## config.mk

```make
export PLATFORM = sky130hd
export DESIGN_NAME = uart_fifo
export DESIGN_NICKNAME = d
export VERILOG_FILES = /design/src/rtl/uart_fifo.sv
export SDC_FILE = /design/constraint.sdc
export NUM_CORES = 1
export LEC_CHECK = 0
export BUFFER_PORTS_ARGS = -buffer_cell sky130_fd_sc_hd__buf_2
export CAP_MARGIN = 0
export CORE_MARGIN = 3
export CORE_UTILIZATION = 50
export DETAILED_ROUTE_END_ITERATION = 16
export GPL_TIMING_DRIVEN = 0
export PLACE_DENSITY = 0.78
export SETUP_SLACK_MARGIN = 0.5
export SYNTH_ARGS = -nofsm -noshare
export SYNTH_HDL_FRONTEND = slang
export SYNTH_SLANG_ARGS = --single-unit
```

## constraint.sdc

```tcl
create_clock -name clk -period 5.8 [get_ports clk]
set_clock_uncertainty 0.15 [all_clocks]
set_input_delay 1.74 -clock clk [delete_from_list [all_inputs] [get_ports clk]]
set_output_delay 1.74 -clock clk [all_outputs]
set_load 0.05 [all_outputs]
```

## src/rtl/uart_fifo.sv

```systemverilog
// uart_fifo -- UART with a TX FIFO, an RX FIFO and a small register bus.
//
// Ports
//   clk        single clock, all logic on the rising edge
//   reset      asynchronous active-low reset
//   read/write one-cycle bus strobes
//   address    register select (0 TX data, 1 RX data, 2 status, 3 config, 4 thresholds)
//   dataIn     write data
//   readValid  dataOut valid, two cycles after a read strobe
//   dataOut    registered read data
//   txIrq      TX level interrupt (registered)
//   rxIrq      RX level/error interrupt (registered)
//   rx         asynchronous serial input
//   tx         serial output, idles high
module uart_fifo #(
  parameter int unsigned TX_DEPTH    = 16,
  parameter int unsigned RX_DEPTH    = 16,
  parameter logic [15:0] DEFAULT_CPB = 16'd434
) (
  input  logic        clk,
  input  logic        reset,
  input  logic        read,
  input  logic        write,
  input  logic [2:0]  address,
  input  logic [31:0] dataIn,
  output logic        readValid,
  output logic [31:0] dataOut,
  output logic        txIrq,
  output logic        rxIrq,
  input  logic        rx,
  output logic        tx
);

  localparam int unsigned TXAW = $clog2(TX_DEPTH);
  localparam int unsigned RXAW = $clog2(RX_DEPTH);

  typedef enum logic [2:0] {
    TX_IDLE = 3'd0, TX_START = 3'd1, TX_DATA = 3'd2, TX_PARITY = 3'd3, TX_STOP = 3'd4
  } txState_t;

  typedef enum logic [2:0] {
    RX_IDLE = 3'd0, RX_START = 3'd1, RX_DATA = 3'd2, RX_PARITY = 3'd3, RX_STOP = 3'd4
  } rxState_t;

  // Parity bit that makes the total count of ones even (odd=0) or odd (odd=1).
  function automatic logic parityBit(input logic [7:0] d, input logic odd);
    return (^d) ^ odd;
  endfunction

  // Registered bus copies
  logic        readR, writeR;
  logic [2:0]  addrR;
  logic [31:0] dataR;

  // Configuration and sticky status
  logic [15:0] cpb;
  logic [1:0]  parity;
  logic        twoStop, rxIre, txIre;
  logic [7:0]  rxThresh, txThresh;
  logic        txOverflow, parityErrS, frameErrS, rxOverrun;

  // FIFOs: pointers carry one extra wrap bit so full and empty differ
  logic [7:0]  txMem [TX_DEPTH];
  logic [9:0]  rxMem [RX_DEPTH];
  logic [TXAW:0] txWr, txRd;
  logic [RXAW:0] rxWr, rxRd;
  logic        txEmpty, txFull, rxEmpty, rxFull;
  logic [7:0]  txLevel8, rxLevel8;
  logic        txWrite, txAccept, txPop, rxPop, rxAccept;

  // TX engine
  txState_t    txState;
  logic [15:0] txCnt, txCpb;
  logic [7:0]  txShift;
  logic [2:0]  txBitIdx;
  logic        txParEn, txParBit, txTwo, txSecond;
  logic        txBitEnd, txStopDone;

  // RX engine
  rxState_t    rxState;
  logic        rxSync1, rxS, rxPrev;
  logic [15:0] rxCnt, rxCpb, rxHalf;
  logic [7:0]  rxShift;
  logic [2:0]  rxBitIdx;
  logic        rxParEn, rxParOdd, rxParErr;
  logic        rxPushR;
  logic [9:0]  rxPushData;

  logic [15:0] effCpb;
  logic        stsWrite;
  logic [7:0]  rxThEff;
  logic [31:0] rdData;

  assign effCpb   = (cpb < 16'd4) ? 16'd4 : cpb;
  assign stsWrite = writeR && (addrR == 3'd2);
  assign rxThEff  = (rxThresh == 8'd0) ? 8'd1 : rxThresh;

  assign txEmpty = (txWr == txRd);
  assign txFull  = (txWr[TXAW] != txRd[TXAW]) && (txWr[TXAW-1:0] == txRd[TXAW-1:0]);
  assign rxEmpty = (rxWr == rxRd);
  assign rxFull  = (rxWr[RXAW] != rxRd[RXAW]) && (rxWr[RXAW-1:0] == rxRd[RXAW-1:0]);

  assign txBitEnd   = (txCnt == txCpb);
  assign txStopDone = (txState == TX_STOP) && txBitEnd && (!txTwo || txSecond);
  // The engine pops whenever it is about to start a frame.
  assign txPop      = !txEmpty && ((txState == TX_IDLE) || txStopDone);
  assign txWrite    = writeR && (addrR == 3'd0);
  assign txAccept   = txWrite && (!txFull || txPop);
  assign rxPop      = readR && (addrR == 3'd1) && !rxEmpty;
  assign rxAccept   = rxPushR && (!rxFull || rxPop);
  assign rxHalf     = {1'b0, rxCpb[15:1]};

  // Zero-extend FIFO levels to the 8-bit status fields.
  always_comb begin
    txLevel8 = 8'd0;
    rxLevel8 = 8'd0;
    txLevel8[TXAW:0] = txWr - txRd;
    rxLevel8[RXAW:0] = rxWr - rxRd;
  end

  // Capture bus strobes, address and write data once before decode.
  always_ff @(posedge clk or negedge reset) begin
    if (!reset) begin
      readR  <= 1'b0;
      writeR <= 1'b0;
      addrR  <= 3'd0;
      dataR  <= 32'd0;
    end else begin
      readR  <= read;
      writeR <= write;
      addrR  <= address;
      dataR  <= dataIn;
    end
  end

  // Read data multiplexer.
  always_comb begin
    rdData = 32'd0;
    case (addrR)
      3'd1: begin
        if (rxEmpty) begin
          rdData = 32'h8000_0000;
        end else begin
          rdData = {22'd0, rxMem[rxRd[RXAW-1:0]]};
        end
      end
      3'd2: rdData = {rxLevel8, txLevel8, 9'd0, txOverflow, parityErrS, frameErrS,
                      rxOverrun, (txEmpty && (txState == TX_IDLE)), !rxEmpty, !txFull};
      3'd3: rdData = {cpb, 10'd0, parity, twoStop, 1'b0, rxIre, txIre};
      3'd4: rdData = {16'd0, rxThresh, txThresh};
      default: rdData = 32'd0;
    endcase
  end

  // Registered read response; readValid follows the registered strobe.
  always_ff @(posedge clk or negedge reset) begin
    if (!reset) begin
      readValid <= 1'b0;
      dataOut   <= 32'd0;
    end else begin
      readValid <= readR;
      if (readR) begin
        dataOut <= rdData;
      end
    end
  end

  // Configuration and threshold registers.
  always_ff @(posedge clk or negedge reset) begin
    if (!reset) begin
      cpb      <= DEFAULT_CPB;
      parity   <= 2'b00;
      twoStop  <= 1'b0;
      rxIre    <= 1'b0;
      txIre    <= 1'b0;
      rxThresh <= 8'd1;
      txThresh <= 8'd0;
    end else if (writeR && (addrR == 3'd3)) begin
      cpb     <= dataR[31:16];
      parity  <= dataR[5:4];
      twoStop <= dataR[3];
      rxIre   <= dataR[1];
      txIre   <= dataR[0];
    end else if (writeR && (addrR == 3'd4)) begin
      rxThresh <= dataR[15:8];
      txThresh <= dataR[7:0];
    end
  end

  // Sticky error bits; a new event in the same cycle as a clear wins.
  always_ff @(posedge clk or negedge reset) begin
    if (!reset) begin
      txOverflow <= 1'b0;
      parityErrS <= 1'b0;
      frameErrS  <= 1'b0;
      rxOverrun  <= 1'b0;
    end else begin
      txOverflow <= (txWrite && txFull && !txPop) || (txOverflow && !(stsWrite && dataR[6]));
      parityErrS <= (rxPushR && rxPushData[9])   || (parityErrS && !(stsWrite && dataR[5]));
      frameErrS  <= (rxPushR && rxPushData[8])   || (frameErrS  && !(stsWrite && dataR[4]));
      rxOverrun  <= (rxPushR && rxFull && !rxPop) || (rxOverrun && !(stsWrite && dataR[3]));
    end
  end

  // FIFO storage (no reset needed; validity is tracked by the pointers).
  always_ff @(posedge clk) begin
    if (txAccept) begin
      txMem[txWr[TXAW-1:0]] <= dataR[7:0];
    end
    if (rxAccept) begin
      rxMem[rxWr[RXAW-1:0]] <= rxPushData;
    end
  end

  // FIFO pointers.
  always_ff @(posedge clk or negedge reset) begin
    if (!reset) begin
      txWr <= '0;
      txRd <= '0;
      rxWr <= '0;
      rxRd <= '0;
    end else begin
      if (txAccept) txWr <= txWr + 1'b1;
      if (txPop)    txRd <= txRd + 1'b1;
      if (rxAccept) rxWr <= rxWr + 1'b1;
      if (rxPop)    rxRd <= rxRd + 1'b1;
    end
  end

  // TX engine; frame settings are latched when a byte is popped.
  always_ff @(posedge clk or negedge reset) begin
    if (!reset) begin
      txState  <= TX_IDLE;
      txCnt    <= 16'd1;
      txCpb    <= 16'd4;
      txShift  <= 8'd0;
      txBitIdx <= 3'd0;
      txParEn  <= 1'b0;
      txParBit <= 1'b0;
      txTwo    <= 1'b0;
      txSecond <= 1'b0;
      tx       <= 1'b1;
    end else begin
      case (txState)
        TX_IDLE: tx <= 1'b1;
        TX_START: begin
          if (txBitEnd) begin
            txCnt    <= 16'd1;
            txBitIdx <= 3'd0;
            tx       <= txShift[0];
            txState  <= TX_DATA;
          end else begin
            txCnt <= txCnt + 16'd1;
          end
        end
        TX_DATA: begin
          if (txBitEnd) begin
            txCnt <= 16'd1;
            if (txBitIdx == 3'd7) begin
              txSecond <= 1'b0;
              if (txParEn) begin
                tx      <= txParBit;
                txState <= TX_PARITY;
              end else begin
                tx      <= 1'b1;
                txState <= TX_STOP;
              end
            end else begin
              txBitIdx <= txBitIdx + 3'd1;
              tx       <= txShift[txBitIdx + 3'd1];
            end
          end else begin
            txCnt <= txCnt + 16'd1;
          end
        end
        TX_PARITY: begin
          if (txBitEnd) begin
            txCnt   <= 16'd1;
            tx      <= 1'b1;
            txState <= TX_STOP;
          end else begin
            txCnt <= txCnt + 16'd1;
          end
        end
        TX_STOP: begin
          if (txBitEnd) begin
            txCnt <= 16'd1;
            if (txTwo && !txSecond) begin
              txSecond <= 1'b1;
            end else begin
              tx      <= 1'b1;
              txState <= TX_IDLE;
            end
          end else begin
            txCnt <= txCnt + 16'd1;
          end
        end
        default: begin
          tx      <= 1'b1;
          txState <= TX_IDLE;
        end
      endcase
      // Starting a new frame overrides whatever the state above decided.
      if (txPop) begin
        txShift  <= txMem[txRd[TXAW-1:0]];
        txCpb    <= effCpb;
        txParEn  <= (parity == 2'b01) || (parity == 2'b10);
        txParBit <= parityBit(txMem[txRd[TXAW-1:0]], parity == 2'b10);
        txTwo    <= twoStop;
        txCnt    <= 16'd1;
        tx       <= 1'b0;
        txState  <= TX_START;
      end
    end
  end

  // Two-flop synchronizer plus one delayed copy for falling-edge detection.
  always_ff @(posedge clk or negedge reset) begin
    if (!reset) begin
      rxSync1 <= 1'b1;
      rxS     <= 1'b1;
      rxPrev  <= 1'b1;
    end else begin
      rxSync1 <= rx;
      rxS     <= rxSync1;
      rxPrev  <= rxS;
    end
  end

  // RX engine; counts from the detected edge and samples each bit mid-way.
  always_ff @(posedge clk or negedge reset) begin
    if (!reset) begin
      rxState    <= RX_IDLE;
      rxCnt      <= 16'd1;
      rxCpb      <= 16'd4;
      rxShift    <= 8'd0;
      rxBitIdx   <= 3'd0;
      rxParEn    <= 1'b0;
      rxParOdd   <= 1'b0;
      rxParErr   <= 1'b0;
      rxPushR    <= 1'b0;
      rxPushData <= 10'd0;
    end else begin
      rxPushR <= 1'b0;
      case (rxState)
        RX_IDLE: begin
          if (rxPrev && !rxS) begin
            rxCpb    <= effCpb;
            rxParEn  <= (parity == 2'b01) || (parity == 2'b10);
            rxParOdd <= (parity == 2'b10);
            rxParErr <= 1'b0;
            rxCnt    <= 16'd1;
            rxState  <= RX_START;
          end
        end
        RX_START: begin
          if (rxCnt == rxHalf) begin
            rxCnt    <= 16'd1;
            rxBitIdx <= 3'd0;
            // Line back high at mid-start: treat as a glitch.
            rxState  <= rxS ? RX_IDLE : RX_DATA;
          end else begin
            rxCnt <= rxCnt + 16'd1;
          end
        end
        RX_DATA: begin
          if (rxCnt == rxCpb) begin
            rxCnt   <= 16'd1;
            rxShift <= {rxS, rxShift[7:1]};
            if (rxBitIdx == 3'd7) begin
              rxState <= rxParEn ? RX_PARITY : RX_STOP;
            end else begin
              rxBitIdx <= rxBitIdx + 3'd1;
            end
          end else begin
            rxCnt <= rxCnt + 16'd1;
          end
        end
        RX_PARITY: begin
          if (rxCnt == rxCpb) begin
            rxCnt    <= 16'd1;
            rxParErr <= (rxS != parityBit(rxShift, rxParOdd));
            rxState  <= RX_STOP;
          end else begin
            rxCnt <= rxCnt + 16'd1;
          end
        end
        RX_STOP: begin
          if (rxCnt == rxCpb) begin
            rxCnt      <= 16'd1;
            rxPushR    <= 1'b1;
            rxPushData <= {rxParErr && rxParEn, !rxS, rxShift};
            rxState    <= RX_IDLE;
          end else begin
            rxCnt <= rxCnt + 16'd1;
          end
        end
        default: rxState <= RX_IDLE;
      endcase
    end
  end

  // Registered level interrupts.
  always_ff @(posedge clk or negedge reset) begin
    if (!reset) begin
      txIrq <= 1'b0;
      rxIrq <= 1'b0;
    end else begin
      txIrq <= txIre && (txLevel8 <= txThresh);
      rxIrq <= rxIre && ((rxLevel8 >= rxThEff) || rxOverrun || frameErrS || parityErrS);
    end
  end

endmodule

```

==> results of run 1 <==
## cells in the final DEF (no fill, tap or decap), types with 17 or more instances in the layout
| cell type | n |
|---|---|
| nand2_1 | 139 |
| a22oi_1 | 18 |
| buf_2 | 85 |
| mux4_2 | 77 |
| and3_1 | 18 |
| and2_1 | 30 |
| inv_1 | 42 |
| clkbuf_1 | 54 |
| edfxtp_1 | 288 |
| dfrtp_1 | 233 |
| mux2_1 | 20 |
| clkbuf_16 | 54 |
| ha_1 | 35 |
| nor2_1 | 45 |
| o21ai_0 | 46 |
| clkinv_2 | 17 |
| mux2_2 | 50 |
| o21ai_1 | 44 |
| xor2_1 | 48 |
| nor4_1 | 18 |
| nand3_1 | 34 |
| mux2i_1 | 21 |
| o2bb2ai_1 | 21 |
| xnor2_1 | 41 |
## worst register-to-register path, cell delays in order (launching register included)
cell and delay [ns]:
dfrtp_1 0.46, buf_2 0.32, buf_2 0.33, buf_2 0.36, inv_1 0.20, ha_1 0.33, and4_1 0.19, nor2b_1 0.15
a21boi_1 0.26, nor4b_2 1.17
## sequential cells by signal, summed over array words and instances, names as in the netlist, 5 cells and up
| name | flops |
|---|---|
| rxMem | 160 |
| txMem | 128 |
| dataOut | 32 |
| dataR | 32 |
| cpb | 16 |
| rxCnt | 16 |
| rxCpb | 16 |
| txCnt | 16 |
| txCpb | 16 |
| rxPushData | 10 |
| rxShift | 8 |
| rxThresh | 8 |
| txShift | 8 |
| txThresh | 8 |
| rxRd | 5 |
| rxWr | 5 |
| txRd | 5 |
| txWr | 5 |
## cells by family after synthesis
kind of cell               after synthesis
and+or+nand+nor                        356
AOI/OAI and AO/OA                      204
muxes                                  171
buffers and inverters                  111
DFF                                    535
adders and majority gates               37
xor gates and xnor gates                91
## where the power goes
group,leakage [uW],switching [uW],internal [uW]
clock network,0.000895,1500,2030
registers,0.00570,362,4350
logic,0.00335,1590,1270
## per-stage QoR
step	util	hold slack [ns]	power, uW
6_report	0.5756	0.2182	11090
5_1_grt	0.5756	0.2321	11630
4_1_cts	0.5756	0.2316	11140
3_5_place_dp	0.5347	0.2125	7612
3_3_place_gp	0.5332	0.2141	7490
2_1_floorplan	-	0.1952	6795
## cell type report
cell class / count / area (um2) / share of cell area
inverter: 44 / 165.2 / 0.006474
buffer: 67 / 302.8 / 0.01187
multi-input combinational: 859 / 7199 / 0.2822
clock buffer: 63 / 1415 / 0.05547
clock inverter: 39 / 400.4 / 0.01569
timing repair buffer: 77 / 440.4 / 0.01726
tap: 592 / 740.7 / 0.02904
sequential: 535 / 14850 / 0.5820
## how the worst max path moves through the flow
stage	from	end	slack, ns	cells after the start
final	txRd[1]	txMem[15][4]	1.49	9
after CTS	txRd[1]	txMem[15][4]	1.49	9
after detailed placement	txRd[1]	txMem[15][0]	1.51	9
after floorplan	txRd[1]	txMem[15][0]	2.62	9
after global routing	txRd[1]	txMem[4][5]	1.22	10
after global placement	reset	readValid	-1.51	1
## routing by layer
layer | vias up | track usage | share of wire
li1 | 5908 | - | -
met1 | 6852 | 0.2989 | 0.41
met2 | 505 | 0.3640 | 0.50
met3 | 84 | 0.03170 | 0.065
met4 | 0 | 0.07197 | 0.028
met5 | - | 0 | 0
==> flow_summary.toml, run 1 <==
[cts]
post_cts_resize_count = 0
numCtsBuffers = 54
cts_tree = "yes"
htreeDepth = 2
root_buffer = "clkbuf_16"
cts_hold_buf = 0
cts.clk_slew.worst_paths_ns = 0.06
cts_num_sinks = 535
clk_latency_ns = 0.62
postCtsSetupBuffers = 0
clk_path_buf_depth = 3

[power]
ir_drop_mv = 0.3463
p_per_area_nw_per_um2 = 434.9
p_leak_uw = 0.009947

[die]
boundaryPins = 76
dieArea_um2 = 47610
core_area_um2 = 44320
rows = 77
die_height_um = 218.2
initial_core_util = 0.5080
fp.dieW_um = 218.2

[finish]
area_delta_synth_final_pct = 13.31
drive_above_1_share = 0.1960
n_antenna_cell = 0
fin_nets = 1715
fillerInstances = 3347
instances_no_fill = 2276
post-route-cell-area_um2 = 25510

[critical_path]
crit_type = "flop to flop"
r2r-start = "txRd[1]"
cp-start-kind = "flop"
critPathMostFrequentCell = "buf_2"
slowest_delay_ns = 1.16
crit_slowest_cell = "nor4b_2"
r2r_slack_ns = 1.49
critPathMaxFanout = 10
critPathBufInv = 4
timing.rr.end = "txMem[15][4]"
worst_r2r_path_depth = 9
crit_family = "simple AND/OR/NAND/NOR gates"
path_cells = "buf_2 -> buf_2 -> buf_2 -> inv_1 -> ha_1 -> and4_1 -> nor2b_1 -> a21boi_1 -> nor4b_2"
critPathCaptureType = "flop"
cp.arrival_ns = 4.38
cp_data_required_time_ns = 5.88

[synthesis]
async_reset_ff_frac = 0.4617
synth_common_cells = "edfxtp_1 (288), dfrtp_1 (233), nand2_1 (139)"
syn_inst = 1505
avgSynthCellArea_um2 = 14.96
ys.flop_type = "edfxtp_1"
synthMuxAreaShare = 0.1249
yosys.area.top_type = "edfxtp_1"
synth_nets = 1582
synth_compound_area_frac = 0.05946
ys_seq_area_frac = 0.6594
synth_xor_xnor_area_share = 0.03668
yosysUniqueCellTypes = 63
synth-seq-cells = 535
yosysMostFrequentCell = "edfxtp_1"
synth_edf_count = 288
yosysTopAreaCellShare = 0.3841
ys_top_cells_by_area = "edfxtp_1 (38%), dfrtp_1 (26%), mux4_2 (7.7%)"
netlist_area_um2 = 22510
synth_warnings = 0
synth-simple-area-share = 0.07753
synthAdderAreaFrac = 0.02123
synth_top_family_by_area = "multiplexers"

[worst_hold_path]
min_path_cells = 0
hold_start = "rxSync1"
hp-class = "flop to flop"
min_to = "rxS"

[grt]
grt_pass1_vias = 13540
grt_overflow_total = 0
grt_start_max_net_pins = 111
grt_pass1_wl_mm = 79.20
antenna_found_initial = 0
grtUsageTotal = 0.2184

[timing]
finalMaxSlewViolations = 0
period_share = 0.7424
period_needed_ns = 4.306
setup-tns-final_ns = 0
slew_headroom = 0.1553
rsz0062_at_grt = "no"
hold_viol = 0
max_freq_mhz = 232.2
layout_setup_ws_ns = 1.494
setup_viol = 0
tightest_slew_ns = 1.264

[drt]
first_iter_violations = 1326
dr.pass1.iters = 6
num_vias = 13350
routed_wl_mm = 51.21
viasPerCell = 5.865
drc = 0
final_antenna_net_count = 0
wl_per_cell_um = 22.50

[placement]
io_buffers = 75
placedInstanceArea_um2 = 23700
gp_congestion = 0.9052
place_inst = 2174
post-dp-hpwl_mm = 34.24
dpl_worst_slack_ns = 1.513

[run]
maxCapViolCount = 0

[run_status]
status = "complete, no violations"
(Power assumes the default switching activity.)
==> run 2, diff against run 1 <==
--- a/config.mk
+++ b/config.mk
@@ -5,13 +5,14 @@
 export SDC_FILE = /design/constraint.sdc
 export NUM_CORES = 1
 export LEC_CHECK = 0
+export ABC_AREA = 1
 export BUFFER_PORTS_ARGS = -buffer_cell sky130_fd_sc_hd__buf_2
 export CAP_MARGIN = 0
 export CORE_MARGIN = 3
 export CORE_UTILIZATION = 50
 export DETAILED_ROUTE_END_ITERATION = 16
 export GPL_TIMING_DRIVEN = 0
-export PLACE_DENSITY = 0.78
+export PLACE_DENSITY = 0.81
 export SETUP_SLACK_MARGIN = 0.5
 export SYNTH_ARGS = -nofsm -noshare
 export SYNTH_HDL_FRONTEND = slang
==> constraint.sdc (replaced) <==
create_clock -name clk -period 3.6 [get_ports clk]
set_clock_uncertainty 0.15 [all_clocks]
set_input_delay 1.08 -clock clk [delete_from_list [all_inputs] [get_ports clk]]
set_output_delay 1.08 -clock clk [all_outputs]
set_load 0.05 [all_outputs]
==> flow_summary.toml, run 2 <==
[run_status]
status = "complete, no violations"

[finish]
instances_no_fill = 3051
area_delta_synth_final_pct = 15.89
drive_above_1_share = 0.1420
final_core_util = 0.5897
post-route-cell-area_um2 = 26930
fillerInstances = 3518
mostFrequentLayoutCells = "nand2_1 (418), edfxtp_1 (288), o21ai_0 (245)"
fin_nets = 2484
n_antenna_cell = 0
largest_reg_flops = 160
mostFrequentLayoutCell = "nand2_1"

[critical_path]
critPathMaxFanout = 11
crit_slowest_cell = "dfrtp_2"
cp_data_required_time_ns = 3.94
slowest_delay_ns = 0.46
critPathMostFrequentCell = "nand2_1"
r2r_slack_ns = 0.52
cp-start-kind = "flop"
critPathCaptureType = "flop"
critPathBufInv = 4
path_cells = "inv_2 -> buf_4 -> fa_1 -> nand2_1 -> inv_1 -> o21ai_0 -> nand2_1 -> xor2_2 -> ha_1 -> o21a_1 -> o21ai_0 -> nand2_1 -> nand2_1 -> inv_1"
crit_family = "adder cells"
cp.arrival_ns = 3.42
crit_type = "flop to flop"

[drt]
routed_wl_mm = 61.99
num_vias = 17580
drc = 0
first_iter_violations = 2321
final_antenna_net_count = 0
wl_per_cell_um = 20.32
viasPerCell = 5.762
dr.pass1.iters = 6

[synthesis]
yosysTopAreaCellShare = 0.3722
avgSynthCellArea_um2 = 10.32
async_reset_ff_frac = 0.4617
ys.flop_type = "edfxtp_1"
ys_seq_area_frac = 0.6389
synth_common_cells = "nand2_1 (426), edfxtp_1 (288), nor2_1 (271)"
yosysMostFrequentCell = "nand2_1"
syn_inst = 2252
synth-seq-cells = 535
synth_nets = 2329
synth_warnings = 0
ys_top_cells_by_area = "edfxtp_1 (37%), dfrtp_1 (25%), nand2_1 (6.9%)"
yosys.area.top_type = "edfxtp_1"
netlist_area_um2 = 23240
yosysUniqueCellTypes = 49
synth_edf_count = 288

[cts]
cts_num_sinks = 535
numCtsBuffers = 53
cts_hold_buf = 0
clk_path_buf_depth = 3
root_buffer = "clkbuf_16"
cts.clk_slew.worst_paths_ns = 0.07
clk_latency_ns = 0.62
htreeDepth = 2
cts_tree = "yes"

[die]
die_height_um = 221.6
dieArea_um2 = 49100
initial_core_util = 0.5088
core_area_um2 = 45670
rows = 78
boundaryPins = 76
fp.dieW_um = 221.6

[grt]
grt_pass1_vias = 17430
grt_start_max_net_pins = 129
grtUsageTotal = 0.2479
antenna_found_initial = 0
grt_pass1_wl_mm = 96.26
grt_overflow_total = 0

[power]
p_leak_uw = 0.01120
ir_drop_mv = 0.4743
p_per_area_nw_per_um2 = 746.5

[worst_hold_path]
hp-class = "flop to flop"

[timing]
finalMaxSlewViolations = 0
slew_headroom = 0.3431
setup-tns-final_ns = 0
period_needed_ns = 3.076
rsz0062_at_grt = "yes"
setup_viol = 0
max_freq_mhz = 325.1
tightest_slew_ns = 0.9817
period_share = 0.8545
hold_viol = 0

[placement]
io_buffers = 75
post-dp-hpwl_mm = 40.54
place_inst = 2929
gp_congestion = 0.9080
placedInstanceArea_um2 = 24430

[run]
maxCapViolCount = 0
## run 2: cell types whose count changed in the layout (fill, tap and decap cells not counted), moves of 21 or more
| cell | delta |
|---|---|
| nor2_1 | +195 |
| nor2_4 | +31 |
| a21oi_1 | +38 |
| nand2_1 | +279 |
| nand3_1 | +71 |
| o21ai_0 | +199 |
| mux2_2 | -29 |
| o22ai_1 | +31 |
| mux4_2 | -77 |
| mux2i_1 | -21 |
| and2_1 | -29 |
| o2bb2ai_1 | -21 |
| inv_1 | +177 |
| o21ai_1 | -34 |
## run 2: path summary, 6_finish.rpt
path	endpoint	start	depth (start not counted)
setup / recovery	rxIrq	rxRd[1]	14
hold / removal	rxS	rxSync1	0
setup reg to reg	rxIrq	rxRd[1]	14
hold reg to reg	rxS	rxSync1	0
max in group asynchronous	txBitIdx[1]	reset	3
min in group asynchronous	rxPushData[7]	reset	2
## run 2: report_power, final
part           total [uW]  internal (uW)  switching (uW)  leakage (uW)
logic                6710           2160            4550       0.00455
clock network        5690           3240            2450      0.000864
registers            7710           7080             622       0.00579
## run 2: what timing repair did
action,CTS,global route
buffers inserted,22,1
pin swaps,20,2
endpoints found under the setup margin,303,291
gates resized for setup,77,20
## run 2: cells by family (layout without fill, tap and decap cells)
logic type / Yosys count / after routing / synth area share
AO/OA/AOI/OAI: 386 / 386 / 0.09089
XOR/XNOR: 72 / 72 / 0.02714
adder cells (fa/ha/maj): 37 / 37 / 0.02057
buffers and inverters: 327 / 526 / 0.05680
flip-flops: 535 / 535 / 0.6389
multiplexers: 21 / 21 / 0.01018
AND/OR/NAND/NOR: 874 / 874 / 0.1555
## run 2: final cells by class
cell class	instances	area [um2]	area share
multi-input cells	1390	7362	0.2734
plain buffers	86	436.7	0.01621
well taps	600	750.7	0.02787
flip-flops and latches	535	14850	0.5513
inverters	241	918.4	0.03410
clock inverters	36	374.1	0.01389
clock buffers	63	1404	0.05213
repair buffers	100	838.3	0.03113
## run 2: worst register-to-register path, cell delays in order, from the launching register on
cell	delay, ns
dfrtp_2	0.46
inv_2	0.11
buf_4	0.21
fa_1	0.45
nand2_1	0.11
inv_1	0.07
o21ai_0	0.22
nand2_1	0.17
xor2_2	0.24
ha_1	0.27
o21a_1	0.12
o21ai_0	0.15
nand2_1	0.09
nand2_1	0.07
inv_1	0.07
## run 2: metrics by stage
stage / hold slack (ns) / worst slack, ns / power, uW
after global placement: 0.2002 / -2.998 / 13820
after floorplan: 0.1952 / 0.6912 / 12130
after detailed placement: 0.1972 / -0.5478 / 14120
final: 0.2095 / 0.5239 / 20100
after global routing: 0.2144 / 0.4488 / 21170
after CTS: 0.2094 / 0.5302 / 19880
## run 2: routing by layer
| metal | part of all wire | vias to the layer above | GRT usage |
|---|---|---|---|
| met2 | 0.47 | 1048 | 0.4029 |
| met1 | 0.38 | 8483 | 0.3217 |
| met3 | 0.10 | 205 | 0.05389 |
| met4 | 0.046 | 0 | 0.1121 |
| met5 | 0 | - | 0 |
| li1 | - | 7843 | - |
==> run 3, diff against run 2 <==
--- a/config.mk
+++ b/config.mk
@@ -8,7 +8,7 @@
 export ABC_AREA = 1
 export BUFFER_PORTS_ARGS = -buffer_cell sky130_fd_sc_hd__buf_2
 export CAP_MARGIN = 0
-export CORE_MARGIN = 3
+export CORE_MARGIN = 1.5
 export CORE_UTILIZATION = 50
 export DETAILED_ROUTE_END_ITERATION = 16
 export GPL_TIMING_DRIVEN = 0
==> flow_summary.toml, run 3 (synthesis gave the netlist of run 2 again) <==
[drt]
dr.pass1.iters = 8
final_antenna_net_count = 0
first_iter_violations = 2069
drc = 0
wl_per_cell_um = 20.29
viasPerCell = 5.739
routed_wl_mm = 62.02
num_vias = 17540

[grt]
grt_pass1_vias = 17350
grt_pass1_wl_mm = 95.83
grt_overflow_total = 0
grt_start_max_net_pins = 108
grtUsageTotal = 0.2626
antenna_found_initial = 0

[cts]
numCtsBuffers = 55
clk_latency_ns = 0.63
cts.clk_slew.worst_paths_ns = 0.06
root_buffer = "clkbuf_16"
clk_path_buf_depth = 3
cts_num_sinks = 535
cts_tree = "yes"
htreeDepth = 2

[timing]
max_freq_mhz = 327.9
period_share = 0.8470
finalMaxSlewViolations = 0
slew_headroom = 0.4227
setup_viol = 0
setup-tns-final_ns = 0
rsz0062_at_grt = "no"
period_needed_ns = 3.049
hold_viol = 0
tightest_slew_ns = 0.8627

[placement]
place_inst = 2929
io_buffers = 75
post-dp-hpwl_mm = 40.28
gp_congestion = 0.9239

[critical_path]
cp.arrival_ns = 3.21
critPathCaptureType = "flop"
critPathBufInv = 4
path_cells = "inv_2 -> buf_4 -> ha_1 -> nand4_1 -> nor2_1 -> nor2_1 -> nand2_1 -> nand2_1 -> nand2_1 -> clkinv_4 -> nand2_4 -> nor2_4 -> buf_12"
slowest_delay_ns = 0.47
crit_type = "flop to flop"
crit_slowest_cell = "dfrtp_2"
crit_family = "simple AND/OR/NAND/NOR gates"
cp_data_required_time_ns = 3.76
cp-start-kind = "flop"
critPathMaxFanout = 11
critPathMostFrequentCell = "nand2_1"

[power]
ir_drop_mv = 0.4828
p_leak_uw = 0.01129
p_per_area_nw_per_um2 = 744.0

[finish]
fin_nets = 2489
instances_no_fill = 3056
fillerInstances = 3448
mostFrequentLayoutCell = "nand2_1"
drive_above_1_share = 0.1429
n_antenna_cell = 0
mostFrequentLayoutCells = "nand2_1 (418), edfxtp_1 (288), o21ai_0 (244)"
area_delta_synth_final_pct = 16.28
largest_reg_flops = 160

[die]
core_area_um2 = 45580
dieArea_um2 = 47780
boundaryPins = 76
die_height_um = 218.6
rows = 78
initial_core_util = 0.5099
fp.dieW_um = 218.6

[run_status]
status = "complete, no violations"

[worst_hold_path]
hp-class = "input port to async pin"

[run]
maxCapViolCount = 0
==> run 3: stage by stage <==
step	area, um2	setup slack [ns]	util	total power [uW]	hold WS, ns
CTS	26940	0.4290	0.5911	19910	0.1847
global placement	24360	-3.001	0.5346	13830	0.1995
floorplan	23240	0.6912	-	12130	0.1952
detailed placement	24430	-0.5488	0.5360	14120	0.1989
global route	27020	0.5162	0.5929	21120	0.2138
finish	27020	0.5507	0.5929	20100	0.1866
==> run 3: per-layer routing <==
metal,part of all wire,GRT usage,vias up
met2,0.48,0.4265,987
met1,0.39,0.3384,8482
met4,0.049,0.1345,0
met3,0.090,0.04662,198
met5,0,0,-
li1,-,-,7870
==> run 3: power breakdown <==
| group | total (uW) | switching, uW | internal, uW |
|---|---|---|---|
| Combinational | 6700 | 4570 | 2130 |
| Clock | 5700 | 2410 | 3290 |
| Sequential | 7700 | 617 | 7090 |
==> run 3: final timing paths <==
| kind | startpoint | end | slack [ns] | cells after the start |
|---|---|---|---|---|
| max in group asynchronous | reset | rxThresh[0] | 1.76 | 3 |
| worst min register to register | rxSync1 | rxS | 0.21 | 0 |
| worst max-delay path | rxRd[1] | rxMem[11][4] | 0.55 | 13 |
| worst max register to register | rxRd[1] | rxMem[11][4] | 0.55 | 13 |
| min in group clk | rxSync1 | rxS | 0.21 | 0 |
| worst min-delay path | reset | rxPushData[7] | 0.19 | 1 |
==> run 3: cell type report <==
cell class,count,area (um2),area share
clock buffer,67,1481,0.05482
inverter,241,923.4,0.03417
clock inverter,34,327.8,0.01213
sequential,535,14850,0.5495
tap,600,750.7,0.02778
timing repair buffer,103,885.9,0.03278
multi-input combinational,1390,7372,0.2728
buffer,86,432.9,0.01602
==> run 3: what timing repair did <==
action,CTS,global route
endpoints found under the setup margin,304,283
gates cloned,0,0
pin swaps,22,4
hold buffers,0,0
gates resized for setup,75,26
setup buffers,26,0
==> run 3: worst reg2reg max path, cell delays in order (launching register included) <==
cell,delay (ns)
dfrtp_2,0.47
inv_2,0.15
buf_4,0.22
ha_1,0.29
nand4_1,0.18
nor2_1,0.09
nor2_1,0.15
nand2_1,0.14
nand2_1,0.13
nand2_1,0.13
clkinv_4,0.14
nand2_4,0.12
nor2_4,0.19
buf_12,0.17
